File: src/rtl/seq_detect_param.sv
// seq_detect_param
//   Serial bit-pattern detector with a runtime-loadable pattern, a fill guard
//   so short streams never match, optional overlapping matches and a
//   saturating match counter.
//
// Ports
//   clock        : single clock, all state updates on rising edge
//   reset        : synchronous active-high reset
//   in           : serial data bit, sampled while enable=1
//   enable       : sample qualifier
//   load_pattern : load pattern_in as the active pattern, restart history
//   pattern_in   : new pattern value (WIDTH bits)
//   clear_count  : zero the match counter
//   out          : registered match flag (one cycle after the final bit)
//   match_count  : saturating count of matches
//   count_sat    : high while match_count is all ones
module seq_detect_param #(
  parameter int               WIDTH   = 4,
  parameter logic [WIDTH-1:0] PATTERN = 4'b1001,
  parameter bit               OVERLAP = 1'b1,
  parameter int               CNT_W   = 8
) (
  input  logic             clock,
  input  logic             reset,
  input  logic             in,
  input  logic             enable,
  input  logic             load_pattern,
  input  logic [WIDTH-1:0] pattern_in,
  input  logic             clear_count,
  output logic             out,
  output logic [CNT_W-1:0] match_count,
  output logic             count_sat
);

  localparam int               FILL_W   = $clog2(WIDTH + 1);
  localparam logic [FILL_W-1:0] FILL_MAX = FILL_W'(WIDTH);
  localparam logic [CNT_W-1:0]  CNT_MAX  = {CNT_W{1'b1}};

  logic [WIDTH-1:0]  hist_q, hist_d;
  logic [FILL_W-1:0] fill_q, fill_d;
  logic [WIDTH-1:0]  pat_q, pat_d;
  logic              out_q, out_d;
  logic [CNT_W-1:0]  cnt_q, cnt_d;

  logic [WIDTH-1:0]  hist_shift;
  logic [FILL_W-1:0] fill_inc;
  logic              hit;

  // The first received bit ends up in the MSB after WIDTH shifts, so it is
  // compared against PATTERN[WIDTH-1].
  assign hist_shift = {hist_q[WIDTH-2:0], in};
  assign fill_inc   = (fill_q == FILL_MAX) ? fill_q : fill_q + 1'b1;
  // The fill check keeps a cleared history from matching a pattern with
  // leading zeros before WIDTH real bits have arrived.
  assign hit        = (hist_shift == pat_q) && (fill_inc == FILL_MAX);

  always_comb begin
    hist_d = hist_q;
    fill_d = fill_q;
    pat_d  = pat_q;
    out_d  = 1'b0;
    if (load_pattern) begin
      pat_d  = pattern_in;
      hist_d = '0;
      fill_d = '0;
    end else if (enable) begin
      hist_d = hist_shift;
      out_d  = hit;
      if (hit && !OVERLAP) begin
        fill_d = '0;
      end else begin
        fill_d = fill_inc;
      end
    end
  end

  // Clear wins over a same-cycle increment.
  always_comb begin
    cnt_d = cnt_q;
    if (clear_count) begin
      cnt_d = '0;
    end else if (out_d && (cnt_q != CNT_MAX)) begin
      cnt_d = cnt_q + 1'b1;
    end
  end

  always_ff @(posedge clock) begin
    if (reset) begin
      hist_q <= '0;
      fill_q <= '0;
      pat_q  <= PATTERN;
      out_q  <= 1'b0;
      cnt_q  <= '0;
    end else begin
      hist_q <= hist_d;
      fill_q <= fill_d;
      pat_q  <= pat_d;
      out_q  <= out_d;
      cnt_q  <= cnt_d;
    end
  end

  assign out         = out_q;
  assign match_count = cnt_q;
  assign count_sat   = (cnt_q == CNT_MAX);

endmodule

File: config.mk
export PLATFORM = sky130hd
export DESIGN_NAME = seq_detect_param
export DESIGN_NICKNAME = d
export VERILOG_FILES = /design/src/rtl/seq_detect_param.sv
export SDC_FILE = /design/constraint.sdc
export NUM_CORES = 1
export LEC_CHECK = 0
export CAP_MARGIN = 10
export CORE_UTILIZATION = 48
export CTS_CLUSTER_SIZE = 12
export DETAILED_ROUTE_END_ITERATION = 10
export PLACE_DENSITY = 0.76
export RECOVER_POWER = 100
export SLEW_MARGIN = 30
export SYNTH_ARGS = -nofsm -noshare
export SYNTH_HDL_FRONTEND = slang
export SYNTH_SLANG_ARGS = --single-unit
File: constraint.sdc
create_clock -name clock -period 2.8 [get_ports clock]
set_clock_uncertainty 0.2 [all_clocks]
set_input_delay 0.42 -clock clock [delete_from_list [all_inputs] [get_ports clock]]
set_output_delay 0.42 -clock clock [all_outputs]
set_load 0.01 [all_outputs]
# Word level (Yosys, flattened, before mapping)
# Cells that the tools add are included.
[totals]
in_bits = 10
elab_cells = 19
out_inout_bits = 10
regBits = 19
[classes]
n_eq_ne = 5
n_reduce_logical = 4
muxes = 3
n_addsub = 2
[op_table]
columns = ["cell", "n"]
rows = [
  ["8-bit by 1-bit adder with 8-bit output, second input constant", 1],
  ["8-bit equality test, second input constant", 1],
  ["8-bit inequality test, second input constant", 1],
  ["3-bit equality test, second input constant", 2],
  ["4-bit equality test", 1],
  ["2-bit OR reduction", 2],
  ["3-bit by 1-bit adder with 3-bit output, second input constant", 1],
  ["3-bit two-way mux", 1],
  ["1-bit logical AND", 2],
  ["1-bit two-way mux", 2],
]

# Depth between registers and ports, before layout
# Gate-level depths: netlist (run 1).
[depth]
ltp_word = 7
ltp_mapped = 8
ltp_nobuf = 7

# Worst setup path before layout (run 1)
# Ideal clock, no wire load.
[synth_path]
path_kind = "register to register"
from = "register fill_q[0]"
to = "register cnt_q[4], in the netlist match_count[4]"
required_ps = 2530
path_stages_with_launch = 9
arrival_time_ps = 1732
period_less_slack_ps = 2002
slack_ps = 798
path_buffers = 1
setup_ps = 70
cell_sequence = "dfxtp_1 > inv_1 > ha_1 > nor2b_1 > mux2i_1 > nand4bb_1 > buf_2 > or3_1 > a21oi_1"
[synth_between]
elab_chain_cells = 7
elab_cells_between_ends = 8
classes_between = "1 x add/sub; 2 x eq/ne; 3 x mux; 2 x reduce/logical"
[synth_rtl]
columns = ["item", "line_no", "text"]
rows = [
  ["start: declaration", "40", "logic [FILL_W-1:0] fill_q, fill_d;"],
  ["start signal: assignment", "96", "fill_q <= fill_d;"],
  ["3-bit by 1-bit adder with 3-bit output or 3-bit equality test (tied branches)", "52", "assign fill_inc = (fill_q == FILL_MAX) ? fill_q : fill_q + 1'b1;"],
  ["3-bit two-way mux (*)", "52", ""],
  ["3-bit equality test (*)", "55", "assign hit = (hist_shift == pat_q) && (fill_inc == FILL_MAX);"],
  ["1-bit logical AND (*)", "55", ""],
  ["1-bit two-way mux (*)", "66", "end else if (enable) begin"],
  ["1-bit two-way mux (*)", "62", "if (load_pattern) begin"],
  ["1-bit logical AND (*)", "82", "end else if (out_d && (cnt_q != CNT_MAX)) begin"],
  ["end signal: assignment", "99", "cnt_q <= cnt_d;"],
  ["end: declaration", "43", "logic [CNT_W-1:0] cnt_q, cnt_d;"],
]
# Every way passes the cells marked *; elsewhere a longest branch is shown, timed or not.
# A chain may end at the register's enable or synchronous reset.

# Worst setup path after layout (run 1)
[layout_path]
from = "register cnt_q[2], in the netlist match_count[2]"
to = "output port count_sat"
[layout_between]
elab_chain_cells = 1
[layout_rtl]
columns = ["item", "line_no", "text"]
rows = [
  ["8-bit equality test", "105", "assign count_sat = (cnt_q == CNT_MAX);"],
  ["end: declaration", "32", "output logic count_sat"],
]
# Every way passes these cells.

==> out/summary.json, run 1 <==
{
  "post_cts_resize_count": 0,
  "gr-total-overflow": 0,
  "synth_largest_type_area_fraction_pct": 41.1,
  "worst_hold_endpoint": "match_count[1]",
  "synth_most_common_cell": "sky130_fd_sc_hd__dfxtp_1",
  "grt_first_pass_wirelength_um": 2830,
  "core_region_area_um2": 1760,
  "fmax_ghz": 0.398,
  "final_cells": 148,
  "synth_enable_flop_cells": 0,
  "combinationalPowerShare_pct": 9.7,
  "synthFlopType": "sky130_fd_sc_hd__dfxtp_1",
  "power_frac_seq_pct": 60.8,
  "critical_path_arrival_ns": 1.89,
  "tritoncts": "yes",
  "clock_tree.root_cell": "sky130_fd_sc_hd__clkbuf_4",
  "status": "completed",
  "synth_area_leader_cell": "sky130_fd_sc_hd__dfxtp_1",
  "gpl.final_weighted_congestion": 0.747,
  "vdd_drop_max_uv": 291,
  "critPathMaxFanout": 7,
  "synth.area.top_cells": "sky130_fd_sc_hd__dfxtp_1, sky130_fd_sc_hd__mux2i_1, sky130_fd_sc_hd__a21oi_1, sky130_fd_sc_hd__ha_1, sky130_fd_sc_hd__xnor2_1",
  "synth-seq-cells": 19,
  "setup_violations": 0,
  "max_slew.worst_pin.slew_ns": 0.726,
  "internal_power_consumption_mw": 0.357,
  "async_flop_share_pct": 0,
  "gate_count_post_synth": 103,
  "first_global_vias": 661,
  "diode_count": 0,
  "ys_seq_area_share_pct": 41.1,
  "layout.filler_cells": 158,
  "timing_max_transition_violations_final": 0,
  "die_y_um": 45.9,
  "critPathLaunchType": "flop",
  "count_of_vias_placed_by_the_detailed_router": 759,
  "syn_to_final_growth_pct": 23.5,
  "final_hpwl_from_detailed_placement_um": 1280,
  "mappedNetlistArea_um2": 926,
  "layout-drive-gt1-share_pct": 4.88,
  "io_buffers": 19,
  "ys_types": 33,
  "clk_pin_slew_worst_paths_ns": 0.10,
  "tritoncts.num_buffers": 3,
  "rr_startpoint": "fill_q[0]",
  "syn-num-nets": 116,
  "critical_path_required_ns": 2.18,
  "floorplan.initialDensity_pct": 52.5,
  "setup_tns_ns": 0,
  "pwr_density_cell_nw_per_um2": 402,
  "drc": 0,
  "worst_case_clock_buffer_depth": 2,
  "power.clock.fraction_pct": 29.6,
  "layout_min_cycle_time_ns": 2.51,
  "hold_path.class": "flop to flop",
  "tcrit_tclk_final_pct": 89.7,
  "post_synth.cell_area_avg_um2": 8.99,
  "worstSetupPathType": "flop to output pin",
  "number_of_detailed_routing_iterations_run_before_antenna_repair": 4,
  "clock_sinks": 19,
  "worst_hold_startpoint": "match_count[1]",
  "dieArea_um2": 2110,
  "synth_top_cells_by_count": "sky130_fd_sc_hd__dfxtp_1, sky130_fd_sc_hd__nor2_1, sky130_fd_sc_hd__a21oi_1",
  "min_delay_path_depth": 2,
  "dr.first_iter.drc_count": 14,
  "die_width_um": 45.9,
  "worst_r2r_endpoint": "match_count[6]",
  "rsz0062_at_grt": "false",
  "clock_insertion_delay_worst_skew_ns": 0.30,
  "core.rowCount": 15,
  "r2r_setup_slack_ns": 0.40,
  "final_layout_net_count": 137,
  "detail_route.wl_per_cell_um": 11.5,
  "leakagePower_nw": 0.456,
  "net-switching-power_mw": 0.103,
  "switching_share_pct": 22.4,
  "critical_path.endpoint_type": "output pin",
  "ant_nets": 0,
  "grt_antenna_before_repair": 0,
  "vias_per_cell": 5.13,
  "grt_max_degree": 12,
  "post_cts.repair.setup_buffers": 0,
  "yosys_warnings": 0,
  "ff2ff_path_depth": 7,
  "num_io_pins": 20,
  "cts_hold_repair.buffers": 0,
  "cts-htree-levels": 1,
  "placed_cells": 144,
  "grt_util_all_layers_pct": 19.2,
  "final_hold_viol_count": 0,
  "slew_headroom_pct": 50.9,
  "routed_wirelength_um": 1710,
  "timing.max_cap.violations": 0
}
layout make-up:
cell class | instances | area [um^2] | area share, %
flip-flops and latches | 19 | 380 | 33.3
well taps | 25 | 31.3 | 2.74
inverters | 5 | 18.8 | 1.64
clock buffers | 4 | 26.3 | 2.30
multi-input cells | 74 | 485 | 42.5
repair buffers | 21 | 201 | 17.6
through the flow:
step / power [mW] / hold slack, ns / utilization [%] / setup slack (ns) / cell area (um^2)
5_1_grt: 0.483 / 0.329 / 64.8 / 0.155 / 1140
2_1_floorplan: 0.314 / 0.266 / - / 0.798 / 926
6_report: 0.460 / 0.298 / 64.8 / 0.287 / 1140
3_5_place_dp: 0.332 / 0.288 / 64.3 / 0.289 / 1130
3_3_place_gp: 0.331 / 0.283 / 64.3 / 0.347 / 1130
4_1_cts: 0.467 / 0.302 / 65.7 / 0.350 / 1160
power by group through the flow:
stage	registers [mW]	logic, mW	clock network, mW
floorplan	0.285	0.0288	0
global placement	0.286	0.0454	0
detailed placement	0.286	0.0463	0
CTS	0.280	0.0465	0.140
global route	0.281	0.0490	0.153
finish	0.280	0.0444	0.136
flip-flops by register name, indices dropped and copies added (netlist names):
register,cells
match_count,8
pat_q,4
fill_q,3
hist_q,3
out,1
worst max-delay path by stage:
| stage | start | end | slack (ns) |
|---|---|---|---|
| 4_1_cts | match_count[2] | count_sat | 0.35 |
| 2_1_floorplan | fill_q[0] | match_count[4] | 0.80 |
| 3_3_place_gp | in | match_count[7] | 0.35 |
| 3_5_place_dp | in | match_count[5] | 0.29 |
| 5_1_grt | match_count[2] | count_sat | 0.15 |
| 6_report | match_count[2] | count_sat | 0.29 |
per-layer routing:
layer / GRT usage [%] / routed length (um) / up-vias
met1: 26.6 / 829 / 334
met4: 10.6 / 39 / 0
met5: 0 / 0 / -
li1: - / - / 398
met2: 27.0 / 762 / 22
met3: 4.76 / 77 / 5
critical path, stage by stage (launching register included):
cell	delay (ns)
sky130_fd_sc_hd__dfxtp_1	0.43
sky130_fd_sc_hd__and4_1	0.27
sky130_fd_sc_hd__nand4_1	0.21
sky130_fd_sc_hd__inv_1	0.09
sky130_fd_sc_hd__dlygate4sd3_1	0.60
placed cells by master (no fill, tap or decap), types with 3 or more instances in the layout:
cell type,count
sky130_fd_sc_hd__dfxtp_1,19
sky130_fd_sc_hd__nand2_1,5
sky130_fd_sc_hd__clkbuf_4,3
sky130_fd_sc_hd__nor2b_1,3
sky130_fd_sc_hd__a21oi_1,8
sky130_fd_sc_hd__inv_1,5
sky130_fd_sc_hd__xnor2_1,4
sky130_fd_sc_hd__or3_1,4
sky130_fd_sc_hd__o21ai_0,6
sky130_fd_sc_hd__clkdlybuf4s50_1,8
sky130_fd_sc_hd__nor2_1,9
sky130_fd_sc_hd__mux2i_1,6
sky130_fd_sc_hd__dlygate4sd3_1,11
sky130_fd_sc_hd__ha_1,3
sky130_fd_sc_hd__nand3_1,5
kinds of logic after synthesis:
kind of cell             synth area share (%)
AND/OR/NAND/NOR                          26.5
flip-flops                               41.1
AO/OA/AOI/OAI                            11.1
buffers and inverters                    5.13
XOR/XNOR                                 5.68
multiplexers                             6.49
adder cells (fa/ha/maj)                  4.05
Note: power is estimated with default switching activity, not from simulation.
==> inputs of run 2 (changes only) <==
CTS_BUF_LIST = sky130_fd_sc_hd__clkbuf_16   (was not set)
==> run 2 against run 1 <==
  * Fmax grew 1.6%
  * Wire length grew 9.1%
  * Final cell count is the same
  * Global-route usage grew 0.73 points
  * Via count grew 2.5%
  * Combinational power grew 1%
  * Setup slack gained 0.040 ns
  * Highest routed layer unchanged
==> out/summary.json, run 2 (synthesis gave the netlist of run 1 again) <==
{
  "worst_path_max_delay_cell": "sky130_fd_sc_hd__dlygate4sd3_1",
  "num_io_pins": {"value": 20, "change": "unchanged"},
  "final_hold_viol_count": {"value": 0, "change": "unchanged"},
  "critical_path.endpoint_type": "output pin",
  "fmax": {"value": 0.404, "unit": "GHz", "change": "+1.6%"},
  "tcrit_tclk_final": {"value": 88.3, "unit": "%", "change": "-1.4 points"},
  "leakagePower": {"value": 0.483, "unit": "nW", "change": "+6.0%"},
  "critical_path.top_delay_family": "buffers and inverters",
  "crit_path_cell_trace": "and4_1, nand4_1, inv_1, dlygate4sd3_1",
  "tritoncts": "yes",
  "drc": {"value": 0, "change": "unchanged"},
  "gpl.final_weighted_congestion": {"value": 0.747, "change": "unchanged"},
  "pwr_density_cell": {"value": 510, "unit": "nW/um^2", "change": "+27%"},
  "max_slew.worst_pin.slew": {"value": 0.714, "unit": "ns", "change": "-0.0119 ns"},
  "post_cts_resize_count": {"value": 0, "change": "unchanged"},
  "layout-drive-gt1-share": {"value": 4.88, "unit": "%", "change": "unchanged"},
  "syn_to_final_growth_pct": 29.2,
  "layout.filler_cells": {"value": 152, "change": "-3.8%"},
  "internal_power_consumption": {"value": 0.492, "unit": "mW", "change": "+38%"},
  "gr-total-overflow": {"value": 0, "change": "unchanged"},
  "setup_tns": {"value": 0, "unit": "ns", "change": "unchanged"},
  "diode_count": {"value": 0, "change": "unchanged"},
  "floorplan.initialDensity": {"value": 52.5, "unit": "%", "change": "unchanged"},
  "mostFrequentLayoutCell": "sky130_fd_sc_hd__dfxtp_1",
  "clock_tree.root_cell": "sky130_fd_sc_hd__clkbuf_16",
  "ant_nets": {"value": 0, "change": "unchanged"},
  "critPathBufInv": {"value": 2, "change": "unchanged"},
  "layout_common_cells": "sky130_fd_sc_hd__dfxtp_1, sky130_fd_sc_hd__dlygate4sd3_1, sky130_fd_sc_hd__nor2_1, sky130_fd_sc_hd__a21oi_1, sky130_fd_sc_hd__clkdlybuf4s50_1",
  "clock_sinks": {"value": 19, "change": "unchanged"},
  "first_global_vias": {"value": 717, "change": "+8.5%"},
  "detail_route.wl_per_cell": {"value": 12.6, "unit": "um", "change": "+9.1%"},
  "critical_path_required": {"value": 2.18, "unit": "ns", "change": "about the same"},
  "timing_max_transition_violations_final": {"value": 0, "change": "unchanged"},
  "layout_min_cycle_time": {"value": 2.47, "unit": "ns", "change": "-0.0404 ns"},
  "cts-htree-levels": {"value": 1, "change": "unchanged"},
  "critPathLaunchType": "flop",
  "clock_insertion_delay_worst_skew": {"value": 0.25, "unit": "ns", "change": "-0.05 ns"},
  "die_width": {"value": 45.9, "unit": "um", "change": "unchanged"},
  "vdd_drop_max": {"value": 462, "unit": "uV", "change": "+59%"},
  "critPathMaxFanout": {"value": 7, "change": "unchanged"},
  "power.clock.fraction": {"value": 46.6, "unit": "%", "change": "+17 points"},
  "grt_util_all_layers": {"value": 20.0, "unit": "%", "change": "+0.73 points"},
  "rsz0062_at_grt": "false",
  "final_hpwl_from_detailed_placement": {"value": 1280, "unit": "um", "change": "unchanged"},
  "core.rowCount": {"value": 15, "change": "unchanged"},
  "critical_path_arrival": {"value": 1.85, "unit": "ns", "change": "-0.04 ns"},
  "slowest_delay": {"value": 0.60, "unit": "ns", "change": "about the same"},
  "timing.max_cap.violations": {"value": 0, "change": "unchanged"},
  "post_cts.repair.setup_buffers": {"value": 0, "change": "unchanged"},
  "total_power": {"value": 0.610, "unit": "mW", "change": "+32%"},
  "cts_hold_repair.buffers": {"value": 0, "change": "unchanged"},
  "hold_path.class": "flop to flop",
  "io_buffers": {"value": 19, "change": "unchanged"},
  "grt_max_degree": {"value": 12, "change": "unchanged"},
  "largest_register_ffs": {"value": 8, "change": "unchanged"},
  "dieArea": {"value": 2110, "unit": "um^2", "change": "unchanged"},
  "power_frac_seq": {"value": 46.0, "unit": "%", "change": "-15 points"},
  "net-switching-power": {"value": 0.118, "unit": "mW", "change": "+14%"},
  "status": "completed",
  "routed_wirelength": {"value": 1860, "unit": "um", "change": "+9.1%"},
  "vias_per_cell": {"value": 5.26, "change": "+2.5%"},
  "final_layout_net_count": {"value": 137, "change": "unchanged"},
  "core_region_area": {"value": 1760, "unit": "um^2", "change": "unchanged"},
  "setup_violations": {"value": 0, "change": "unchanged"},
  "dr.first_iter.drc_count": {"value": 19, "change": "+5"},
  "worst_case_clock_buffer_depth": {"value": 2, "change": "unchanged"},
  "count_of_vias_placed_by_the_detailed_router": {"value": 778, "change": "+2.5%"},
  "die_y": {"value": 45.9, "unit": "um", "change": "unchanged"},
  "tritoncts.num_buffers": {"value": 3, "change": "unchanged"},
  "slew_headroom": {"value": 51.8, "unit": "%", "change": "+0.80 points"},
  "grt_first_pass_wirelength": {"value": 3060, "unit": "um", "change": "+8.3%"},
  "worst_hold_slack": {"value": 0.290, "unit": "ns", "change": "-0.00864 ns"},
  "combinationalPowerShare": {"value": 7.4, "unit": "%", "change": "-2.3 points"},
  "switching_share": {"value": 19.3, "unit": "%", "change": "-3.1 points"},
  "worstSetupPathType": "flop to output pin",
  "number_of_detailed_routing_iterations_run_before_antenna_repair": {"value": 4, "change": "unchanged"},
  "grt_antenna_before_repair": {"value": 0, "change": "unchanged"},
  "clk_pin_slew_worst_paths": {"value": 0.05, "unit": "ns", "change": "-0.05 ns"}
}
## run 2: cell count changes in the layout (fill, tap and decap cells not counted), sizes merged
cell    delta
clkbuf     -1
inv        +1
## run 2: final timing paths
kind	startpoint	cells past startpoint	endpoint	slack [ns]
worst max-delay path	match_count[2]	4	count_sat	0.33
worst min-delay path	match_count[1]	2	match_count[1]	0.29
worst max register to register	fill_q[0]	7	match_count[5]	0.35
worst min register to register	match_count[1]	2	match_count[1]	0.29
## run 2: worst reg2reg max path, cell delays in order, from the launching register on
cell and delay [ns]:
sky130_fd_sc_hd__dfxtp_1 0.33, sky130_fd_sc_hd__inv_1 0.09, sky130_fd_sc_hd__ha_1 0.17, sky130_fd_sc_hd__and3b_1 0.19
sky130_fd_sc_hd__nor4_1 0.34, sky130_fd_sc_hd__nand4bb_1 0.42, sky130_fd_sc_hd__or3_1 0.48, sky130_fd_sc_hd__a21oi_1 0.15
## run 2: cell type report
| class | count | area, um^2 | area share (%) |
|---|---|---|---|
| clock buffers | 3 | 75.1 | 6.28 |
| well taps | 25 | 31.3 | 2.62 |
| inverters | 5 | 18.8 | 1.57 |
| multi-input cells | 74 | 485 | 40.6 |
| repair buffers | 21 | 201 | 16.8 |
| flip-flops and latches | 19 | 380 | 31.8 |
| clock inverters | 1 | 3.75 | 0.314 |
## run 2: power groups by stage
stage / clock network [mW] / registers [mW] / logic, mW
2_1_floorplan: 0 / 0.285 / 0.0288
3_3_place_gp: 0 / 0.286 / 0.0454
3_5_place_dp: 0 / 0.286 / 0.0463
4_1_cts: 0.285 / 0.280 / 0.0468
5_1_grt: 0.300 / 0.281 / 0.0492
6_report: 0.284 / 0.280 / 0.0449
## run 2: routing by layer
metal	part of all wire, %	GRT usage (%)
met5	0	0
met4	0.97	8.24
met3	5.7	3.57
met2	46	30.7
met1	47	27.3
## run 2: stage by stage
| stage | utilization (%) | area (um^2) | instances | setup slack (ns) |
|---|---|---|---|---|
| floorplan | - | 926 | 103 | 0.798 |
| detailed placement | 64.3 | 1130 | 144 | 0.289 |
| global placement | 64.3 | 1130 | 144 | 0.347 |
| global route | 67.8 | 1200 | 148 | 0.172 |
| CTS | 68.7 | 1210 | 148 | 0.404 |
| finish | 67.8 | 1200 | 148 | 0.328 |
==> inputs of run 3 (changes only) <==
CORE_UTILIZATION = 59   (was 48)
DONT_BUFFER_PORTS = 1   (was not set)
PLACE_DENSITY = 0.75   (was 0.76)
TNS_END_PERCENT = 50   (was not set)
==> run 3 against run 2 <==
  * Design area down 17%
  * Largest power group unchanged
  * Clock power about the same
  * Critical path type is now flop to flop
  * Fmax up 2.6%
  * Non-clock buffer count down 21
  * Global-route usage up 3.0 points
  * Die area down 18%
  * Sequential share of layout area up 6.7 points
  * Sequential power about the same
==> out/summary.json, run 3 (synthesis gave the netlist of run 1 again) <==
{
  "tritoncts": "yes",
  "cts-htree-levels": {"value": 1, "change": "unchanged"},
  "clock_tree.root_cell": "sky130_fd_sc_hd__clkbuf_16",
  "die_width": {"value": 41.6, "unit": "um", "change": "-9.4%"},
  "number_of_detailed_routing_iterations_run_before_antenna_repair": {"value": 4, "change": "unchanged"},
  "grt_first_pass_wirelength": {"value": 3100, "unit": "um", "change": "+1.1%"},
  "fmax": {"value": 0.415, "unit": "GHz", "change": "+2.6%"},
  "detailed_place.area": {"value": 916, "unit": "um^2", "change": "-19%"},
  "num_io_pins": {"value": 20, "change": "unchanged"},
  "count_of_vias_placed_by_the_detailed_router": {"value": 729, "change": "-6.3%"},
  "worst_hold_slack": {"value": 0.0344, "unit": "ns", "change": "-0.255 ns"},
  "timing.max_cap.violations": {"value": 0, "change": "unchanged"},
  "layout_common_cells": "sky130_fd_sc_hd__dfxtp_1, sky130_fd_sc_hd__nor2_1, sky130_fd_sc_hd__a21oi_1",
  "clock_insertion_delay_worst_skew": {"value": 0.25, "unit": "ns", "change": "about the same"},
  "critical_path_arrival": {"value": 2.37, "unit": "ns", "change": "+0.52 ns"},
  "dr.first_iter.drc_count": {"value": 8, "change": "-11"},
  "first_global_vias": {"value": 736, "change": "+2.6%"},
  "critical_path.endpoint_type": "flop",
  "drc": {"value": 0, "change": "unchanged"},
  "stdcell_area": {"value": 988, "unit": "um^2", "change": "-17%"},
  "rsz0062_at_grt": "false",
  "vias_per_cell": {"value": 6.23, "change": "+19%"},
  "floorplan.initialDensity": {"value": 67.0, "unit": "%", "change": "+14 points"},
  "cts_hold_repair.buffers": {"value": 0, "change": "unchanged"},
  "hold_path.class": "primary input to flop",
  "final_hold_viol_count": {"value": 0, "change": "unchanged"},
  "clk_pin_slew_worst_paths": {"value": 0.05, "unit": "ns", "change": "about the same"},
  "worstSetupPathType": "flop to flop",
  "final_layout_net_count": {"value": 116, "change": "-15%"},
  "max_slew.worst_pin.slew": {"value": 0.684, "unit": "ns", "change": "-0.0297 ns"},
  "gr-total-overflow": {"value": 0, "change": "unchanged"},
  "ant_nets": {"value": 0, "change": "unchanged"},
  "layout-drive-gt1-share": {"value": 5.88, "unit": "%", "change": "+1.0 points"},
  "setup_violations": {"value": 0, "change": "unchanged"},
  "timing_max_transition_violations_final": {"value": 0, "change": "unchanged"},
  "worst_case_clock_buffer_depth": {"value": 2, "change": "unchanged"},
  "ff2ff_path_depth": {"value": 7, "change": "unchanged"},
  "leakagePower": {"value": 0.373, "unit": "nW", "change": "-23%"},
  "critPathLaunchType": "flop",
  "mostFrequentLayoutCell": "sky130_fd_sc_hd__dfxtp_1",
  "clock_sinks": {"value": 19, "change": "unchanged"},
  "setup_tns": {"value": 0, "unit": "ns", "change": "unchanged"},
  "gpl.final_weighted_congestion": {"value": 0.799, "change": "+7.0%"},
  "layout_min_cycle_time": {"value": 2.41, "unit": "ns", "change": "-0.0628 ns"},
  "largest_register_ffs": {"value": 8, "change": "unchanged"},
  "min_delay_path_depth": {"value": 1, "change": "-1"},
  "core.rowCount": {"value": 13, "change": "-2"},
  "detail_route.wl_per_cell": {"value": 15.2, "unit": "um", "change": "+20%"},
  "tritoncts.num_buffers": {"value": 3, "change": "unchanged"},
  "core_region_area": {"value": 1380, "unit": "um^2", "change": "-22%"},
  "grt_max_degree": {"value": 12, "change": "unchanged"},
  "vdd_drop_max": {"value": 469, "unit": "uV", "change": "+1.7%"},
  "status": "completed",
  "critPathMaxFanout": {"value": 4, "change": "-3"},
  "slew_headroom": {"value": 53.8, "unit": "%", "change": "+2.0 points"},
  "pwr_density_cell": {"value": 601, "unit": "nW/um^2", "change": "+18%"},
  "syn_to_final_growth_pct": 6.76,
  "die_y": {"value": 41.6, "unit": "um", "change": "-9.4%"},
  "placed_cells": {"value": 113, "change": "-22%"},
  "routed_wirelength": {"value": 1770, "unit": "um", "change": "-4.8%"},
  "fin_util": {"value": 71.5, "unit": "%", "change": "+3.7 points"},
  "diode_count": {"value": 0, "change": "unchanged"},
  "final_cells": {"value": 117, "change": "-21%"},
  "tcrit_tclk_final": {"value": 86.1, "unit": "%", "change": "-2.2 points"},
  "post_cts_resize_count": {"value": 0, "change": "unchanged"},
  "post_cts.repair.setup_buffers": {"value": 0, "change": "unchanged"},
  "grt_util_all_layers": {"value": 23.0, "unit": "%", "change": "+3.0 points"},
  "io_buffers": {"value": 0, "change": "-19"},
  "grt_antenna_before_repair": {"value": 0, "change": "unchanged"},
  "dieArea": {"value": 1730, "unit": "um^2", "change": "-18%"},
  "critical_path_required": {"value": 2.76, "unit": "ns", "change": "+0.58 ns"}
}
## run 3: critical path, stage by stage, from the launching register on
cell and delay [ns]:
sky130_fd_sc_hd__dfxtp_1 0.33, sky130_fd_sc_hd__inv_1 0.10, sky130_fd_sc_hd__ha_1 0.18, sky130_fd_sc_hd__and3b_1 0.20, sky130_fd_sc_hd__or2_0 0.27, sky130_fd_sc_hd__nor4b_1 0.63, sky130_fd_sc_hd__a31oi_1 0.17, sky130_fd_sc_hd__a311oi_1 0.25
## run 3: report_power, final
group | internal, mW | switching, mW | total, mW
Combinational | 0.0147 | 0.0127 | 0.0274
Clock | 0.190 | 0.0974 | 0.287
Sequential | 0.276 | 0.00388 | 0.280
## run 3: path summary, 6_finish.rpt
path / startpoint / to / slack, ns
hold / removal: reset / pat_q[2] / 0.03
hold reg to reg: fill_q[2] / fill_q[2] / 0.30
setup reg to reg: fill_q[0] / match_count[6] / 0.39
setup / recovery: fill_q[0] / match_count[6] / 0.39
## run 3: cell type report
class,instances,area (um^2)
clock buffer,3,75.1
sequential,19,380
multi-input combinational,74,492
clock inverter,1,3.75
tap,15,18.8
fill,121,394
inverter,5,18.8
## run 3: stage by stage
step                      power (mW)  worst slack [ns]
after floorplan                0.314             0.798
after global placement         0.312             0.584
after detailed placement       0.313             0.547
after CTS                      0.600             0.420
after global routing           0.612             0.186
final                          0.595             0.391
## run 3: layer usage
metal  global-route usage [%]  share of wire (%)
met5                        0                  0
met2                     39.7                 49
met3                     6.52                5.0
met4                     12.9                2.5
met1                     24.9                 43
==> variant, RTL diff (flow settings as in run 2) <==
The output `out` loses its register stage (`out_q` becomes a continuous assignment).
--- a/src/rtl/seq_detect_param.sv
+++ b/src/rtl/seq_detect_param.sv
@@ -91,3 +91,2 @@
       pat_q  <= PATTERN;
-      out_q  <= 1'b0;
       cnt_q  <= '0;
@@ -97,3 +96,2 @@
       pat_q  <= pat_d;
-      out_q  <= out_d;
       cnt_q  <= cnt_d;
@@ -101,2 +99,4 @@
   end
+
+  assign out_q = out_d;
 
Formal check against the unedited RTL: not equivalent (a bounded check fails within 4 cycles, from zero or initial values and one cycle with reset high).
==> variant against run 2 <==
Final area rose by 3.2%. Total power fell by 0.60%. Routed wire length rose by 2.6%. Register-to-register slack got worse by 230 ps. Setup slack got worse by 210 ps. Sequential cell count fell by 1. Count of clock-buffer cells in the layout did not move. Sequential power fell by 5%. Synthesized area rose by 1.6%. Fmax fell by 7.7%. Critical path type is now reg -> reg. Critical endpoint is now match_count[7]$_SDFFE_PP0P_. Highest routed layer unchanged.
==> variant: results (changes against run 2) <==
| Metric | Value |
|---|---|
| GRT Total Usage | 20.66% (was 19.98%) |
| Post-synthesis sequential area ratio | 38.30% (was 41.08%) |
| DP Cell Count | 145 (was 144) |
| Slowest CP cell | or4_1 (was dlygate4sd3_1) |
| Worst slew pin tran | 386.2 ps (was 713.7 ps) |
| Layout cells sized above 1 | 12.80% (was 4.878%) |
| Nets | 139 (was 137) |
| First-pass GRT wire length | 3111 um (was 3063 um) |
| DP HPWL | 1434 um (was 1284 um) |
| Largest net degree at the start of global routing | 11 (was 12) |
| Synth top cells by count | dfxtp_1, nor2_1, a21oi_1 (unchanged) |
| DP Area | 1160 um^2 (was 1134 um^2) |
| DR vias/cell | 5.427 (was 5.257) |
| GPL Wtd Cong | 0.7714 (was 0.7470) |
| Die area | 2141 um^2 (was 2109 um^2) |
| Number of global-route vias before repair | 734 (was 717) |
| CP Max Fanout | 10 (was 7) |
| DRT iter0 DRCs | 13 (was 19) |
| WP data arrival | 2660 ps (was 1850 ps) |
| Leak pwr | 0.5033 nW (was 0.4832 nW) |
| Largest cells by area after synthesis | dfxtp_1, mux2i_1, nor2_1 (was dfxtp_1, mux2i_1, a21oi_1) |
| Total wire length | 1912 um (was 1863 um) |
| Area growth syn-to-layout | 31.25% (was 29.19%) |
| Status | completed (unchanged) |
| Critical Path Max Stage Delay | 510 ps (was 600 ps) |
| Syn Area/Cell | 9.409 um^2 (was 8.989 um^2) |
| Wirelength per Cell | 12.75 um (was 12.59 um) |
==> variant: cell types whose count changed in the layout (fill, tap and decap cells not counted), sizes merged, moves of 3 or more <==
cell	run 2	this run
xnor2	4	1
buf	1	4
xor2	2	5
nor2	9	13
clkbuf	4	7
nand2	5	1
==> variant: routing by layer <==
layer / global-route usage [%] / part of all wire, %
met4: 11.76 / 2.1
met3: 4.706 / 3.1
met2: 34.37 / 50
met1: 24.11 / 45
met5: 0 / 0
==> variant: metrics by stage <==
stage               TNS, ps  setup slack [ps]  util (%)
floorplan                 0             413.6         -
global placement          0             37.40     65.05
global route              0             28.69     69.26
finish                    0             120.2     69.26
CTS                       0             39.92     69.54
detailed placement   -16.28            -16.28     65.05
==> variant: cell type report <==
cell class,count,area [um^2]
fill,140,548.0
tap,25,31.28
sequential,18,361.6
clock buffer,3,75.07
clock inverter,1,3.754
timing repair buffer,26,226.5
inverter,4,15.01
multi-input combinational,73,521.8
==> variant: worst max-delay path: cells and delay by family, from the launching register on <==
family,cells,cell delay (ps)
flip-flops,1,320
AO/OA/AOI/OAI,2,570
adder cells (fa/ha/maj),1,150
AND/OR/NAND/NOR,3,960
buffers and inverters,3,400
==> variant: cells by family after synthesis <==
kind of cell / count (synthesis) / synth area share (%)
multiplexers: 6 / 6.383
AND/OR/NAND/NOR: 38 / 25.53
flip-flops: 18 / 38.30
adder cells (fa/ha/maj): 3 / 3.990
AO/OA/AOI/OAI: 20 / 13.56
XOR/XNOR: 6 / 5.585
buffers and inverters: 9 / 6.648
==> variant: report_power, final <==
group / switching, W / internal, W / total (W)
sequential: 0.00000389 / 0.000262 / 0.000266
combinational: 0.0000242 / 0.0000289 / 0.0000531
clock: 0.0000971 / 0.000190 / 0.000287
total: 0.000125 / 0.000481 / 0.000606
==> variant: worst paths after layout <==
check | slack [ps] | start | cells past startpoint | endpoint
worst max-delay path | 120 | fill_q[1]$_SDFFE_PP0P_ | 9 | match_count[7]$_SDFFE_PP0P_
worst min-delay path | 300 | match_count[6]$_SDFFE_PP0P_ | 2 | match_count[6]$_SDFFE_PP0P_
worst max register to register | 120 | fill_q[1]$_SDFFE_PP0P_ | 9 | match_count[7]$_SDFFE_PP0P_
worst min register to register | 300 | match_count[6]$_SDFFE_PP0P_ | 2 | match_count[6]$_SDFFE_PP0P_
==> variant: what timing repair did <==
action                                  CTS  global route
endpoints found under the setup margin    1             1
hold buffers                              0             0
resized for setup                         3             4
setup buffers                             0             1
pin swaps                                 1             1
